==> src/rtl/core_pkg.sv <==
// core_pkg: shared definitions for the single-cycle core and its trace path.
//   REG_ADDR_W    - architectural register address width
//   CORE_PC_W     - default captured program-counter width
//   CORE_DATA_W   - default write-back data width
//   trace_entry_t - packed {pc, rd, data} record. The trace FIFO stores entries
//                   in this field order, and the trace UART decodes them the
//                   same way.
package core_pkg;

   localparam int REG_ADDR_W  = 5;
   localparam int CORE_PC_W   = 10;
   localparam int CORE_DATA_W = 32;

   typedef struct packed {
      logic [CORE_PC_W-1:0]   pc;
      logic [REG_ADDR_W-1:0]  rd;
      logic [CORE_DATA_W-1:0] data;
   } trace_entry_t;

endpackage

==> src/rtl/wb_trace_ram.sv <==
// wb_trace_ram: DEPTH x W register array with one synchronous write port and
// one asynchronous read port. The contents are not reset.
//   clk   - write clock
//   we    - write enable; wdata is stored at waddr on the rising edge
//   waddr - write address
//   wdata - write data
//   raddr - read address
//   rdata - combinational read of the entry at raddr
module wb_trace_ram #(
   parameter int DEPTH = 16,
   parameter int W     = 47
) (
   input  logic                     clk,
   input  logic                     we,
   input  logic [$clog2(DEPTH)-1:0] waddr,
   input  logic [W-1:0]             wdata,
   input  logic [$clog2(DEPTH)-1:0] raddr,
   output logic [W-1:0]             rdata
);

   logic [W-1:0] mem [DEPTH];

   always_ff @(posedge clk) begin
      if (we) mem[waddr] <= wdata;
   end

   assign rdata = mem[raddr];

endmodule

==> src/rtl/wb_trace_fifo.sv <==
// wb_trace_fifo: captures {pc, rd, data} for every committed register write
// into a first-word-fall-through circular FIFO. A host drains the FIFO over a
// valid/ready stream. The block never stalls the core. A capture that arrives
// while the FIFO is full, with no pop in the same cycle, is dropped. Each drop
// sets the sticky overflow flag and increments the saturating drop_cnt.
//   clk, reset         - clock; asynchronous active-low reset
//   cap_en/pc/rd/data  - capture strobe and the fields of the write-back
//   flush              - synchronous clear of the contents and the overflow
//                        flag; drop_cnt keeps its value
//   out_valid/ready    - drain handshake
//   out_pc/rd/data     - head entry; these outputs are 0 when the FIFO is empty
//   count              - occupancy, 0..DEPTH
//   overflow, drop_cnt - loss reporting
// Build option: WBTRACE_SKIP_R0_EN. When defined, the block ignores captures
// whose destination is x0. Those captures are neither pushed nor counted as
// drops.
module wb_trace_fifo
   import core_pkg::*;
#(
   parameter int DEPTH  = 16,
   parameter int PC_W   = CORE_PC_W,
   parameter int DATA_W = CORE_DATA_W
) (
   input  logic                     clk,
   input  logic                     reset,
   input  logic                     cap_en,
   input  logic [PC_W-1:0]          cap_pc,
   input  logic [REG_ADDR_W-1:0]    cap_rd,
   input  logic [DATA_W-1:0]        cap_data,
   input  logic                     flush,
   output logic                     out_valid,
   input  logic                     out_ready,
   output logic [PC_W-1:0]          out_pc,
   output logic [REG_ADDR_W-1:0]    out_rd,
   output logic [DATA_W-1:0]        out_data,
   output logic [$clog2(DEPTH):0]   count,
   output logic                     overflow,
   output logic [15:0]              drop_cnt
);

   localparam int PW = $clog2(DEPTH);
   localparam int CW = PW + 1;
   localparam int EW = PC_W + REG_ADDR_W + DATA_W;
   localparam logic [CW-1:0] FULL_CNT = CW'(DEPTH);

   logic [PW-1:0] wr_ptr, rd_ptr;
   logic          cap_req, full, push, pop, drop;
   logic [EW-1:0] wr_entry, rd_entry;

`ifdef WBTRACE_SKIP_R0_EN
   // Writes to x0 have no architectural effect, so they are not traced.
   assign cap_req = cap_en && (cap_rd != '0);
`else
   assign cap_req = cap_en;
`endif

   assign full      = (count == FULL_CNT);
   assign out_valid = (count != '0);
   assign pop       = out_valid && out_ready;
   // At full, a pop in the same cycle frees the slot this push writes.
   assign push      = cap_req && (!full || pop);
   assign drop      = cap_req && full && !pop;

   assign wr_entry = {cap_pc, cap_rd, cap_data};

   // Flush discards a push in the same cycle, so that push must not write.
   wb_trace_ram #(.DEPTH(DEPTH), .W(EW)) u_ram (
      .clk   (clk),
      .we    (push && !flush),
      .waddr (wr_ptr),
      .wdata (wr_entry),
      .raddr (rd_ptr),
      .rdata (rd_entry)
   );

   // The read path runs from registered pointers to the array only, so there
   // is no combinational path from cap_* to out_*. Stale contents are masked
   // while the FIFO is empty.
   assign out_pc   = out_valid ? rd_entry[EW-1 -: PC_W]              : '0;
   assign out_rd   = out_valid ? rd_entry[DATA_W +: REG_ADDR_W]      : '0;
   assign out_data = out_valid ? rd_entry[DATA_W-1:0]                : '0;

   always_ff @(posedge clk or negedge reset) begin
      if (!reset) begin
         wr_ptr   <= '0;
         rd_ptr   <= '0;
         count    <= '0;
         overflow <= 1'b0;
         drop_cnt <= '0;
      end else if (flush) begin
         wr_ptr   <= '0;
         rd_ptr   <= '0;
         count    <= '0;
         overflow <= 1'b0;
      end else begin
         // DEPTH is a power of two, so the natural pointer wrap is modulo DEPTH.
         if (push) wr_ptr <= wr_ptr + PW'(1);
         if (pop)  rd_ptr <= rd_ptr + PW'(1);
         if (push && !pop)      count <= count + CW'(1);
         else if (pop && !push) count <= count - CW'(1);
         if (drop) begin
            overflow <= 1'b1;
            if (drop_cnt != 16'hFFFF) drop_cnt <= drop_cnt + 16'd1;
         end
      end
   end

endmodule

==> config.mk <==
export PLATFORM = sky130hd
export DESIGN_NAME = wb_trace_fifo
export DESIGN_NICKNAME = d
export VERILOG_FILES = /design/src/rtl/core_pkg.sv /design/src/rtl/wb_trace_ram.sv /design/src/rtl/wb_trace_fifo.sv
export SDC_FILE = /design/constraint.sdc
export NUM_CORES = 1
export LEC_CHECK = 0
export ABC_CLOCK_PERIOD_IN_PS = 4210
export CAP_MARGIN = 20
export CORE_MARGIN = 1.5
export CORE_UTILIZATION = 45
export CTS_CLUSTER_SIZE = 25
export DETAILED_ROUTE_END_ITERATION = 10
export GPL_TIMING_DRIVEN = 0
export PLACE_DENSITY = 0.63
export SYNTH_ARGS = -nofsm -noshare
export SYNTH_HDL_FRONTEND = slang
export SYNTH_SLANG_ARGS = --single-unit
==> constraint.sdc <==
create_clock -name clk -period 4.21 [get_ports clk]
set_clock_uncertainty 0.05 [all_clocks]
set_input_delay 0.6315 -clock clk [delete_from_list [all_inputs] [get_ports clk]]
set_output_delay 0.6315 -clock clk [all_outputs]
set_load 0.005 [all_outputs]
Yosys cells after proc, flatten, opt, wreduce, memory -nomap -nowiden. Memory sizes are Yosys's and may differ from the RTL's. Index checks and enable logic that the tools add are counted.

Add/sub/neg operators: 5. Eq/ne operators: 2. Muxes and demuxes: 14. Bitwise logic cells: 1. Reduce and logical (&&, ||, !) cells: 18.

Operators with widths (number): two-way mux 32 bit (1); two-way mux 5 bit (4); adder 16 x 1 -> 16 bit, second input constant (1); two-way mux 4 bit (4); inequality test 16 bit, second input constant (1); two-way mux 10 bit (1); adder 4 x 1 -> 4 bit, second input constant (2); logical AND 1 bit (7); nonzero test 2 bit (3); adder 5 x 1 -> 5 bit, second input constant (1); == test 5 bit, second input constant (1); nonzero test 5 bit (1); subtractor 5 x 1 -> 5 bit, second input constant (1); zero test 1 bit (4); two-way mux 1 bit (4); AND reduction 3 bit (1); nonzero test 3 bit (1); logical OR 1 bit (1); NOT 1 bit (1).

Register bits: 30. Memory bits (writable): 752. Bits of input ports: 52. Output and inout port bits: 70. Logic and storage cells: 46. Memories kept: 1.

Memory list: u_ram.mem (words 16, width 47, rd ports 1, clocked after memory_dff 0, write ports 1, line wb_trace_ram.sv:21) `logic [W-1:0] mem [DEPTH];`.

Logic depth before layout (Yosys ltp).
Depth in word-level cells: 9. Gate-level depth with buffers: 9. Mapped depth without buffers: 8.

Hierarchy. Synthesis repeated with hierarchy kept, for this count alone.

Cell total of the unflattened synthesis: 1375. Area, all modules: 30160.2 µm².

By module, submodules not included: wb_trace_ram (times used 1, cells an instance 1170, area each 28189.5 µm², sequential area each 22581.7 µm²); wb_trace_fifo (times used 1, cells an instance 205, area each 1970.6 µm², sequential area each 750.7 µm²).

Worst setup path after synthesis. No wires, ideal clock.

Path kind: input-to-reg. From: input flush. To: memory u_ram.mem[12][0] (enable). Setup time: 0.452 ns. Data arrival time: 3.224 ns. Data required time: 3.708 ns. Path slack: 0.484 ns. Cell stages on the path: 4. Path buffers: 1. Cell sequence: clkbuf_1 -> nand2b_1 -> nand4bb_1 -> nor2_1.

Longest elaborated chain between the ends: 4.

Ends and longest elaborated chain: start: declaration (line wb_trace_fifo.sv:30) `input logic flush,`; zero test 1 bit (line wb_trace_fifo.sv:69) `.we (push && !flush),`; logical AND 1 bit (line wb_trace_fifo.sv:69); two-way mux 1 bit (line wb_trace_ram.sv:24) `if (we) mem[waddr] <= wdata;`; two-way mux 1 bit (not written as such) (line wb_trace_ram.sv:24); end: declaration (line wb_trace_ram.sv:21).

Every way passes these cells.

Final worst setup path.
From: register rd_ptr[1]. To: output out_data[3].

Longest elaborated chain between the ends: 2.

Ends and longest elaborated chain: start: declaration (line wb_trace_fifo.sv:46) `logic [PW-1:0] wr_ptr, rd_ptr;`; start signal: assignment (line wb_trace_fifo.sv:98) `if (pop) rd_ptr <= rd_ptr + PW'(1);`; memory (16 x 47 bit); two-way mux 32 bit (line wb_trace_fifo.sv:81) `assign out_data = out_valid ? rd_entry[DATA_W-1:0] : '0;`; end: declaration (line wb_trace_fifo.sv:35) `output logic [DATA_W-1:0] out_data,`.

Every way passes these cells.

==> out/metrics.csv <==
metric,value,unit
DP Wirelength,37020,microns
Clock Tree Buf Depth,3,
launching point of the worst reg2reg path,count[1],
highest fanout seen on the critical path,10,
number of DRC violations after detailed-routing iteration 0,1470,
row cnt,94,
data arrival time of the worst path,3440,ps
syn_nets,1398,
reported max-cap violation count,0,
syn avg cell area,22.65,sq um
setup repair after global routing missed its margin,yes,
proportion of layout cells with a drive suffix above 1,0.2402,
total chip power,19.45,mW
number of design rule violations left after detail routing,0,
Core ar.,66100,sq um
Die X-Extent,262.2,microns
outcome,"complete, no violations",
hold-fix buffer count after cts,0,
final hold violation count,0,
headroom to the max-slew limit,0.3023,
register area share after synthesis,0.7717,
biggest area consumer among synthesized cells,sky130_fd_sc_hd__edfxtp_1,
proportion of register bits with asynchronous set or reset after synthesis,0.03836,
Root Driver,sky130_fd_sc_hd__clkbuf_16,
main combinational cell family by area after synthesis,multiplexers,
largest net degree at the start of global routing,48,
Boundary Pins,122,
launching instance or port of the critical path,rd_ptr[1],
number of distinct library cells after synthesis,47,
GR Util All Layers,0.1935,
initial antenna violation count,3,
Worst Reg2Reg Path Length in Cells,9,
r2r setup slk,740,ps
final design utilization,0.5344,
final setup violating endpoints,0,
final instance count without filler cells,2477,
number of cells produced by synthesis,1335,
clock edge transition at the registers on the reported setup and hold paths,60,ps
number of enable-type register cells in the synthesized netlist,752,
shortest clock period the worst path allows after layout,4123,ps
GRT overflow,0,
"Top FF cell, synth",sky130_fd_sc_hd__edfxtp_1,
die extent in y,262.2,microns
number of nets with antenna violations after detailed routing,0,
wire length per cell,26.48,microns
most area-consuming cells after synthesis,"sky130_fd_sc_hd__edfxtp_1 75%, sky130_fd_sc_hd__mux4_2 14%, sky130_fd_sc_hd__mux2i_1 3.2%",
xor and xnor fraction of the mapped netlist area,0.006083,
net total in the final layout,1610,
final period utilization,0.9794,
most used standard cells in the synthesized netlist,"752 x sky130_fd_sc_hd__edfxtp_1, 188 x sky130_fd_sc_hd__mux4_2, 96 x sky130_fd_sc_hd__mux2i_1",
adder-cell share of the synthesized area,0.004800,
post-synth top area share,0.7468,
dominant cell by count in the synthesized netlist,sky130_fd_sc_hd__edfxtp_1,
worst hold-check path type,in -> async,
final wirelength,65580,microns
Pleak,10.94,nW
total of buffers placed on input and output ports,120,
Yosys warning count,0,
endpoint of the lowest-slack register-to-register path,count[4],
routed vias/inst,5.713,
placed cells,2328,
number of global-route vias before repair,14860,
power per standard cell area,550.7,nW/um^2
post-synth design cell area,30240,sq um
mux cell area share after synthesis,0.1742,
worst setup slack before clock tree synthesis,90.84,ps
final setup slack of the worst path,86.53,ps
nature of the critical path endpoint,output port,
synthesis-stage register bit count,782,
wire length of the first global-routing pass,97170,microns
area fraction in compound gates after synthesis,0.01378,
routability congestion estimate from global placement,0.7587,
max-slew violation count,0,
maximum frequency from static timing analysis,0.2425,GHz
area growth from synthesis to layout,16.83,%
full die area,68760,sq um
Clock H-tree levels,3,
Critical Path Sink,out_data[3],
"Clk Latency, worst-skew pair",620,ps
clock buffer count from CTS,82,
clock tree from TritonCTS,built,
required time worst endpoint,3530,ps
worst-margin pin slew,1047,ps
starting utilization of the core area,0.4574,
number of detailed-route iterations in the first pass,5,
Worst setup SP type,flop,
total clock sinks,782,
vias after detailed routing,14150,
fraction of the mapped netlist area in simple logic gates,0.01862,
category of the critical setup timing path,reg -> out,
maximum vdd drop,0.3192,mV
-- cell usage in the layout, fill, tap and decap left out, types with 6 or more instances in the layout --
master,netlist,final
sky130_fd_sc_hd__nand2_1,10,10
sky130_fd_sc_hd__dfrtp_1,30,30
sky130_fd_sc_hd__inv_1,6,6
sky130_fd_sc_hd__nor3_1,6,6
sky130_fd_sc_hd__clkinv_1,0,23
sky130_fd_sc_hd__edfxtp_1,752,752
sky130_fd_sc_hd__buf_4,0,10
sky130_fd_sc_hd__mux2i_1,96,96
sky130_fd_sc_hd__buf_2,35,29
sky130_fd_sc_hd__nor2_1,18,14
sky130_fd_sc_hd__xor2_1,15,15
sky130_fd_sc_hd__clkdlybuf4s50_1,0,120
sky130_fd_sc_hd__clkinv_2,0,12
sky130_fd_sc_hd__xnor2_1,6,6
sky130_fd_sc_hd__mux4_2,188,188
sky130_fd_sc_hd__ha_1,10,10
sky130_fd_sc_hd__clkbuf_16,0,83
sky130_fd_sc_hd__nand2b_1,7,7
sky130_fd_sc_hd__o22ai_1,47,47
sky130_fd_sc_hd__clkbuf_1,24,31
sky130_fd_sc_hd__buf_12,0,6
sky130_fd_sc_hd__nand3_1,11,11
sky130_fd_sc_hd__and2_4,0,12
-- power by group --
| part | total, mW | internal (mW) | switching [mW] |
|---|---|---|---|
| clock | 6.69 | 3.79 | 2.90 |
| combinational | 4.05 | 2.07 | 1.97 |
| sequential | 8.71 | 8.65 | 0.0654 |
-- how the worst min path moves through the flow --
stage / startpoint / end / slack (ps) / cells after the start
global placement: drop_cnt[15] / drop_cnt[15] / 450 / 1
floorplan: reset / count[0] / 290 / 0
CTS: reset / count[0] / 290 / 1
detailed placement: drop_cnt[15] / drop_cnt[15] / 460 / 1
global route: reset / count[0] / 330 / 1
finish: reset / count[0] / 310 / 1
-- per-layer routing --
layer,GRT usage,routed length [microns]
met5,0,8
met3,0.03426,3174
met4,0.05280,1267
met1,0.2710,28620
met2,0.3153,32510
-- kinds of logic (layout without fill, tap and decap cells) --
family,after synthesis,count (layout)
flip-flops,782,782
multiplexers,290,290
AND/OR/NAND/NOR,92,92
buffers and inverters,74,350
AO/OA/AOI/OAI,65,65
XOR/XNOR,21,21
adder cells (fa/ha/maj),11,11
other,0,2
-- per-stage QoR --
step | TNS (ps) | area (sq um) | hold WS (ps)
final | 0 | 35320 | 307.6
after global routing | -37.85 | 35320 | 331.5
after CTS | 0 | 35310 | 288.6
after detailed placement | 0 | 32770 | 455.3
after global placement | -852100 | 32520 | 452.6
after floorplan | 0 | 30240 | 285.9
-- what timing repair did --
| action | in CTS | in global routing |
|---|---|---|
| endpoints found under the setup margin | 47 | 9 |
| resized for setup | 31 | 11 |
| buffers inserted | 0 | 0 |
-- sequential cells by signal (all words and copies together) (netlist names) --
signal	flops
rd_ptr	4
drop_cnt	16
u_ram.mem	752
overflow	1
count	5
wr_ptr	4
-- layout make-up --
cell class              instances  area (sq um)
diodes                          2         5.005
plain buffers                  67         364.1
clock buffers                 102          2178
clock inverters                46         299.0
fillers                      5081         30770
inverters                       6         22.52
multi-input cells             479          6650
flip-flops and latches        782         23330
well taps                     864          1081
repair buffers                129          1391
-- critical path, stage by stage, from the launching register on --
cell                              delay (ps)
sky130_fd_sc_hd__dfrtp_1                 340
sky130_fd_sc_hd__buf_2                   370
sky130_fd_sc_hd__clkdlybuf4s15_1         730
sky130_fd_sc_hd__mux4_2                  340
sky130_fd_sc_hd__mux2i_1                  80
sky130_fd_sc_hd__o22ai_1                 350
sky130_fd_sc_hd__clkdlybuf4s50_1         590
Power figures use the tool's default switching activity.
